`src/rtl/timer_pkg.sv`:
```
// timer_pkg: shared definitions for the memory-mapped timer peripheral.
// Holds the register offsets decoded from A[2:0], the CTRL bit positions
// and the sequencing FSM state type used by timer_ctrl.
package timer_pkg;

    // Register offsets (word address bits [2:0])
    localparam logic [2:0] TMR_CTRL   = 3'd0;
    localparam logic [2:0] TMR_LOAD   = 3'd1;
    localparam logic [2:0] TMR_COUNT  = 3'd2;
    localparam logic [2:0] TMR_PRESC  = 3'd3;
    localparam logic [2:0] TMR_STATUS = 3'd4;

    // CTRL register bit positions
    localparam int EN_BIT   = 0;
    localparam int MODE_BIT = 1;
    localparam int IE_BIT   = 2;

    // STATUS register bit positions
    localparam int TF_BIT   = 0;

    // Sequencing FSM states
    typedef enum logic [1:0] {
        IDLE   = 2'd0,
        RELOAD = 2'd1,
        RUN    = 2'd2
    } timer_state_t;

    // True when a bus write targets the given register offset
    function automatic logic regWrite(input logic       we,
                                      input logic [2:0] addr,
                                      input logic [2:0] offset);
        return we && (addr == offset);
    endfunction

endpackage

```
`src/rtl/timer_prescaler.sv`:
```
// timer_prescaler: divides the clock by (presc + 1) while the timer runs.
// tick is a one-cycle pulse asserted in the cycle where the internal
// counter equals presc; the counter restarts from 0 on that same edge.
module timer_prescaler #(
    parameter int PRESC_W = 16
) (
    input  logic               CLK,
    input  logic               RST,
    input  logic               clr,
    input  logic               run,
    input  logic [PRESC_W-1:0] presc,
    output logic               tick
);

    localparam logic [PRESC_W-1:0] PRESC_ONE = PRESC_W'(1);

    logic [PRESC_W-1:0] r_cnt;
    logic               w_hit;

    assign w_hit = (r_cnt == presc);
    assign tick  = run && w_hit;

    // Count cycles while running; a clear or a tick restarts the count at 0
    always_ff @(posedge CLK or posedge RST) begin
        if (RST) begin
            r_cnt <= '0;
        end else if (clr) begin
            r_cnt <= '0;
        end else if (run) begin
            if (w_hit) begin
                r_cnt <= '0;
            end else begin
                r_cnt <= r_cnt + PRESC_ONE;
            end
        end
    end

endmodule

```
`src/rtl/timer_ctrl.sv`:
```
// timer_ctrl: programmable down-counting timer on the CPU load/store bus.
// Holds CTRL/LOAD/COUNT/PRESC/STATUS, sequences them with an
// IDLE -> RELOAD -> RUN FSM and raises a level IRQ on expiry.
// On simultaneous events a bus write to COUNT or a CTRL write clearing EN
// takes priority over the prescaler tick, while a new expiry beats a
// write-1-to-clear of TF.
module timer_ctrl
    import timer_pkg::*;
#(
    parameter int PRESC_W = 16,
    parameter int CNT_W   = 32
) (
    input  logic        CLK,
    input  logic        RST,
    input  logic [9:0]  A,
    input  logic [31:0] WD,
    input  logic        WE,
    output logic [31:0] RD,
    output logic        IRQ
);

    localparam logic [CNT_W-1:0] CNT_ONE = CNT_W'(1);

    timer_state_t       r_state;
    timer_state_t       w_nextState;

    logic [2:0]         r_ctrl;
    logic [CNT_W-1:0]   r_load;
    logic [CNT_W-1:0]   r_count;
    logic [PRESC_W-1:0] r_presc;
    logic               r_tf;
    logic [31:0]        r_rd;

    logic [2:0]         w_addr;
    logic               w_wrCtrl;
    logic               w_wrLoad;
    logic               w_wrCount;
    logic               w_wrPresc;
    logic               w_wrStatus;
    logic               w_stopWr;
    logic               w_running;
    logic               w_reloading;
    logic               w_tick;
    logic               w_tickAct;
    logic               w_expire;
    logic               w_oneShotDone;
    logic               w_presClr;
    logic [31:0]        w_rdData;
    logic               w_unusedAddr;

    // Only the low three address bits select a register
    assign w_addr       = A[2:0];
    assign w_unusedAddr = ^A[9:3];

    assign w_wrCtrl   = regWrite(WE, w_addr, TMR_CTRL);
    assign w_wrLoad   = regWrite(WE, w_addr, TMR_LOAD);
    assign w_wrCount  = regWrite(WE, w_addr, TMR_COUNT);
    assign w_wrPresc  = regWrite(WE, w_addr, TMR_PRESC);
    assign w_wrStatus = regWrite(WE, w_addr, TMR_STATUS);

    // A CTRL write with EN=0 stops the timer and suppresses a coincident tick
    assign w_stopWr    = w_wrCtrl && !WD[EN_BIT];
    assign w_running   = (r_state == RUN);
    assign w_reloading = (r_state == RELOAD);

    // A tick only acts on COUNT when no higher-priority write is in flight
    assign w_tickAct     = w_running && w_tick && !w_wrCount && !w_stopWr;
    assign w_expire      = w_tickAct && (r_count == '0);
    assign w_oneShotDone = w_expire && !r_ctrl[MODE_BIT];

    // Prescaler restarts on reload and whenever software rewrites COUNT in RUN
    assign w_presClr = w_reloading || (w_running && w_wrCount);

    timer_prescaler #(
        .PRESC_W (PRESC_W)
    ) u_prescaler (
        .CLK   (CLK),
        .RST   (RST),
        .clr   (w_presClr),
        .run   (w_running),
        .presc (r_presc),
        .tick  (w_tick)
    );

    // FSM state register
    always_ff @(posedge CLK or posedge RST) begin
        if (RST) begin
            r_state <= IDLE;
        end else begin
            r_state <= w_nextState;
        end
    end

    // FSM next-state logic: enable starts a reload, disable or one-shot expiry returns to IDLE
    always_comb begin
        w_nextState = r_state;
        case (r_state)
            IDLE: begin
                if (w_wrCtrl && WD[EN_BIT]) begin
                    w_nextState = RELOAD;
                end
            end
            RELOAD: begin
                if (w_stopWr) begin
                    w_nextState = IDLE;
                end else begin
                    w_nextState = RUN;
                end
            end
            RUN: begin
                if (w_stopWr) begin
                    w_nextState = IDLE;
                end else if (w_oneShotDone && !w_wrCtrl) begin
                    w_nextState = IDLE;
                end
            end
            default: begin
                w_nextState = IDLE;
            end
        endcase
    end

    // CTRL: software writes win; a one-shot expiry clears EN
    always_ff @(posedge CLK or posedge RST) begin
        if (RST) begin
            r_ctrl <= '0;
        end else if (w_wrCtrl) begin
            r_ctrl <= WD[2:0];
        end else if (w_oneShotDone) begin
            r_ctrl[EN_BIT] <= 1'b0;
        end
    end

    // LOAD and PRESC are plain software registers, sampled at the next reload/tick
    always_ff @(posedge CLK or posedge RST) begin
        if (RST) begin
            r_load  <= '0;
            r_presc <= '0;
        end else begin
            if (w_wrLoad) begin
                r_load <= WD[CNT_W-1:0];
            end
            if (w_wrPresc) begin
                r_presc <= WD[PRESC_W-1:0];
            end
        end
    end

    // COUNT: write beats reload beats tick; expiry reloads only in periodic mode
    always_ff @(posedge CLK or posedge RST) begin
        if (RST) begin
            r_count <= '0;
        end else if (w_wrCount) begin
            r_count <= WD[CNT_W-1:0];
        end else if (w_reloading) begin
            r_count <= r_load;
        end else if (w_tickAct) begin
            if (r_count != '0) begin
                r_count <= r_count - CNT_ONE;
            end else if (r_ctrl[MODE_BIT]) begin
                r_count <= r_load;
            end
        end
    end

    // STATUS.TF: set on expiry (which wins), cleared by writing 1
    always_ff @(posedge CLK or posedge RST) begin
        if (RST) begin
            r_tf <= 1'b0;
        end else if (w_expire) begin
            r_tf <= 1'b1;
        end else if (w_wrStatus && WD[TF_BIT]) begin
            r_tf <= 1'b0;
        end
    end

    // Read mux over current register contents; unmapped offsets return 0
    always_comb begin
        w_rdData = '0;
        case (w_addr)
            TMR_CTRL:   w_rdData[2:0]         = r_ctrl;
            TMR_LOAD:   w_rdData[CNT_W-1:0]   = r_load;
            TMR_COUNT:  w_rdData[CNT_W-1:0]   = r_count;
            TMR_PRESC:  w_rdData[PRESC_W-1:0] = r_presc;
            TMR_STATUS: w_rdData[TF_BIT]      = r_tf;
            default:    w_rdData              = '0;
        endcase
    end

    // Registered read data, one cycle after the address is sampled
    always_ff @(posedge CLK or posedge RST) begin
        if (RST) begin
            r_rd <= '0;
        end else begin
            r_rd <= w_rdData;
        end
    end

    assign RD  = r_rd;
    assign IRQ = r_tf & r_ctrl[IE_BIT];

endmodule

```
`config.mk`:
```
export PLATFORM = sky130hd
export DESIGN_NAME = timer_ctrl
export DESIGN_NICKNAME = d
export VERILOG_FILES = /design/src/rtl/timer_pkg.sv /design/src/rtl/timer_prescaler.sv /design/src/rtl/timer_ctrl.sv
export SDC_FILE = /design/constraint.sdc
export NUM_CORES = 1
export LEC_CHECK = 0
export ABC_CLOCK_PERIOD_IN_PS = 4570
export CORE_ASPECT_RATIO = 0.75
export CORE_MARGIN = 8
export CORE_UTILIZATION = 58
export DETAILED_ROUTE_END_ITERATION = 6
export DONT_BUFFER_PORTS = 1
export PLACE_DENSITY = 0.82
export SYNTH_ARGS = -nofsm -noshare
export SYNTH_HDL_FRONTEND = slang
export SYNTH_SLANG_ARGS = --single-unit
```
`constraint.sdc`:
```
create_clock -name CLK -period 4.57 [get_ports CLK]
set_input_delay 0.914 -clock CLK [delete_from_list [all_inputs] [get_ports CLK]]
set_output_delay 0.914 -clock CLK [all_outputs]
set_load 0.1 [all_outputs]
```
==> impl_metrics.yaml <==
drt:
  vias_per_cell: 6.71
  wl_per_cell_um: 22.4
  vias: 5682
  drt_iter0_markers: 855
  detail_route.wirelength_mm: 19.0
  drc: 0
  firstDrtPassIters: 6
  ant_nets: 0
clocking:
  cts-buffers-inserted: 17
  ctsResizeCount: 0
  cts_root_buf: "clkbuf_16"
  cts_tree: "yes"
  cts_buffer_depth: 2
  numClockSinks: 134
  holdBufCountCts: 0
  clkLatencyLatePin_ns: 0.43
  post-cts-setup-buffers: 0
  cts.clk_slew.worst_paths_ns: 0.06
  cts_max_level: 4
timing:
  setup_viol: 0
  clock.fmax_ghz: 0.289
  finalClockSkew_ns: 0.0130
  fin_crit_ns: 3.46
  worst_pin_slew_ns: 0.986
  tns_ns: 0
  rsz0062_at_grt: "false"
  finalHoldViolations: 0
  drv_slew: 0
  worst_slack_ns: 1.11
  whs_ns: 0.515
  maxSlewHeadroom_pct: 34.3
  timing.final.crit_share_pct: 75.8
finish:
  layout.nets: 723
  layout-drive-gt1-share_pct: 17.8
  area_delta_synth_final_pct: 10.9
  fin_area_sq_um: 7760
  antennaDiodeCount: 0
  fillers: 865
placed_design:
  dp_hpwl_mm: 12.1
  numPortBuffers: 0
  place.gp.congestion: 0.919
  pre_cts_slack_ns: 1.22
  postPlaceCellArea_sq_um: 7110
yosys:
  ys_types: 61
  synth_top_family_by_area: "simple AND/OR/NAND/NOR gates"
  synthAdderAreaFrac_pct: 1.07
  synth.top_cell.area_share_pct: 47.9
  yosysSeqAreaShare_pct: 47.9
  synth.largest_area_cell: "dfrtp_1"
  synth_compound_area_share_pct: 15.1
  avgSynthCellArea_sq_um: 10.2
  synth.most_common_cell: "dfrtp_1"
  synth.ff_latch_count: 134
  syn-num-nets: 735
  synth-simple-area-share_pct: 15.6
  syn-cell-area_sq_um: 7000
  synth_xor_area_share_pct: 6.26
  postSynthCellCount: 684
  yosysWarningCount: 0
  synth.top_cells.by_count: "134 x dfrtp_1, 86 x nor2_1, 61 x mux2_2"
  synth_area_leaders: "dfrtp_1 48%, mux2_2 9.8%, nor2_1 4.6%"
  synthMuxAreaShare_pct: 10.7
  async_flop_share_pct: 100
  synth_edf_count: 0
  synthFlopType: "dfrtp_1"
worst_setup_path:
  r2r_slack_ns: 1.11
  crit_type: "flip-flop to flip-flop"
  worst-path-max-fanout: 26
  cp-end-kind: "flip-flop"
  cp.required_ns: 4.92
  arrival_ns: 3.81
  crit_path_start_kind: "flip-flop"
run:
  cap_violations: 0
global_route:
  antenna_found_initial: 0
  grt_pass1_wl_mm: 30.5
  grt-ovfl-total: 0
  grt_usage_pct: 24.5
  grt_pass1_vias: 5641
  grt_max_degree: 106
floorplan:
  die_area_sq_um: 15900
  die_w_um: 143
  initial_core_util_pct: 59.8
  die_h_um: 111
  num_rows: 34
  pin_count: 78
  fp.coreArea_sq_um: 11700
power_and_ir_drop:
  p_per_area_nw_per_um2: 650
  ir_worst_vdd_mv: 0.371
  p_leak_nw: 3.28
  p_total_mw: 5.05
run_status:
  status: "finished clean"
worst_hold_path:
  hold_class: "input port to async pin"
-- critical path, stage by stage, from the launching register on --
cell and delay (ns):
dfrtp_1 0.49, nor4_1 0.62, nand3_1 0.30, or4_1 0.67
a31oi_4 0.68, buf_4 0.32, a21oi_1 0.11, a21oi_1 0.18
-- state kept, by name (all words and copies together) (netlist names) --
name and count:
RD 32, r_count 32, r_ctrl 3, r_load 32
r_presc 16, r_state 2, r_tf 1, u_prescaler.r_cnt 16
-- power by group --
| group | switching, mW | internal, mW | total, mW |
|---|---|---|---|
| clock | 0.536 | 0.971 | 1.51 |
| combinational | 0.757 | 0.620 | 1.38 |
| sequential | 0.671 | 1.49 | 2.16 |
-- path summary, 6_finish.rpt --
check	from	endpoint	cells past startpoint
worst max-delay path	r_count[20]$_DFFE_PP0P_	r_count[11]$_DFFE_PP0P_	7
worst min-delay path	RST	RD[2]$_DFF_PP0_	1
worst max register to register	r_count[20]$_DFFE_PP0P_	r_count[11]$_DFFE_PP0P_	7
worst min register to register	r_load[27]$_DFFE_PP0P_	RD[27]$_DFF_PP0_	1
max in group asynchronous	RST	u_prescaler.r_cnt[3]$_DFFE_PP0P_	2
min in group CLK	r_load[27]$_DFFE_PP0P_	RD[27]$_DFF_PP0_	1
-- cell type report --
cell class                      instances  area (sq um)  share of cell area, %
Clock buffer                           21           480                   6.19
Tap cell                              162           203                   2.61
Multi-Input combinational cell        496          3420                   44.0
Inverter                               10          42.5                  0.548
Sequential cell                       134          3350                   43.2
Clock inverter                         11           170                   2.19
Timing Repair Buffer                   13          97.6                   1.26
-- layout by cell type, fill, tap and decap left out, drive strengths merged, types with 6 or more instances in the layout --
master	instances
xnor2	28
and2	6
a22o	17
or4	7
inv	11
a21oi	58
buf	13
o211ai	17
o21ai	13
nor4	8
nand2	45
nand4	15
xor2	22
dfrtp	134
ha	6
nor2	86
nor3	10
a211o	13
mux2	61
clkbuf	21
nand3	13
nor2b	6
a22oi	14
-- kinds of logic (layout without fill, tap and decap cells) --
| family | count (synthesis) | in the layout |
|---|---|---|
| AND/OR/NAND/NOR | 220 | 220 |
| buffers and inverters | 54 | 55 |
| AO/OA/AOI/OAI | 155 | 155 |
| adder cells (fa/ha/maj) | 6 | 6 |
| multiplexers | 65 | 65 |
| flip-flops | 134 | 134 |
| XOR/XNOR | 50 | 50 |
-- metrics by stage --
step / std cells / utilization (%)
detailed placement: 815 / 60.8
CTS: 847 / 66.4
global placement: 815 / 60.8
finish: 847 / 66.4
floorplan: 684 / -
global route: 847 / 66.4
-- per-layer routing --
metal,routed length (um),part of all wire (%),global-route usage (%),up-vias
li1,-,-,-,2444
met1,7720,41,32.7,2837
met2,8560,45,35.8,338
met3,2090,11,6.93,63
met4,629,3.3,11.5,0
met5,0,0,0,-
No activity file was read; power rests on OpenSTA's default activity.
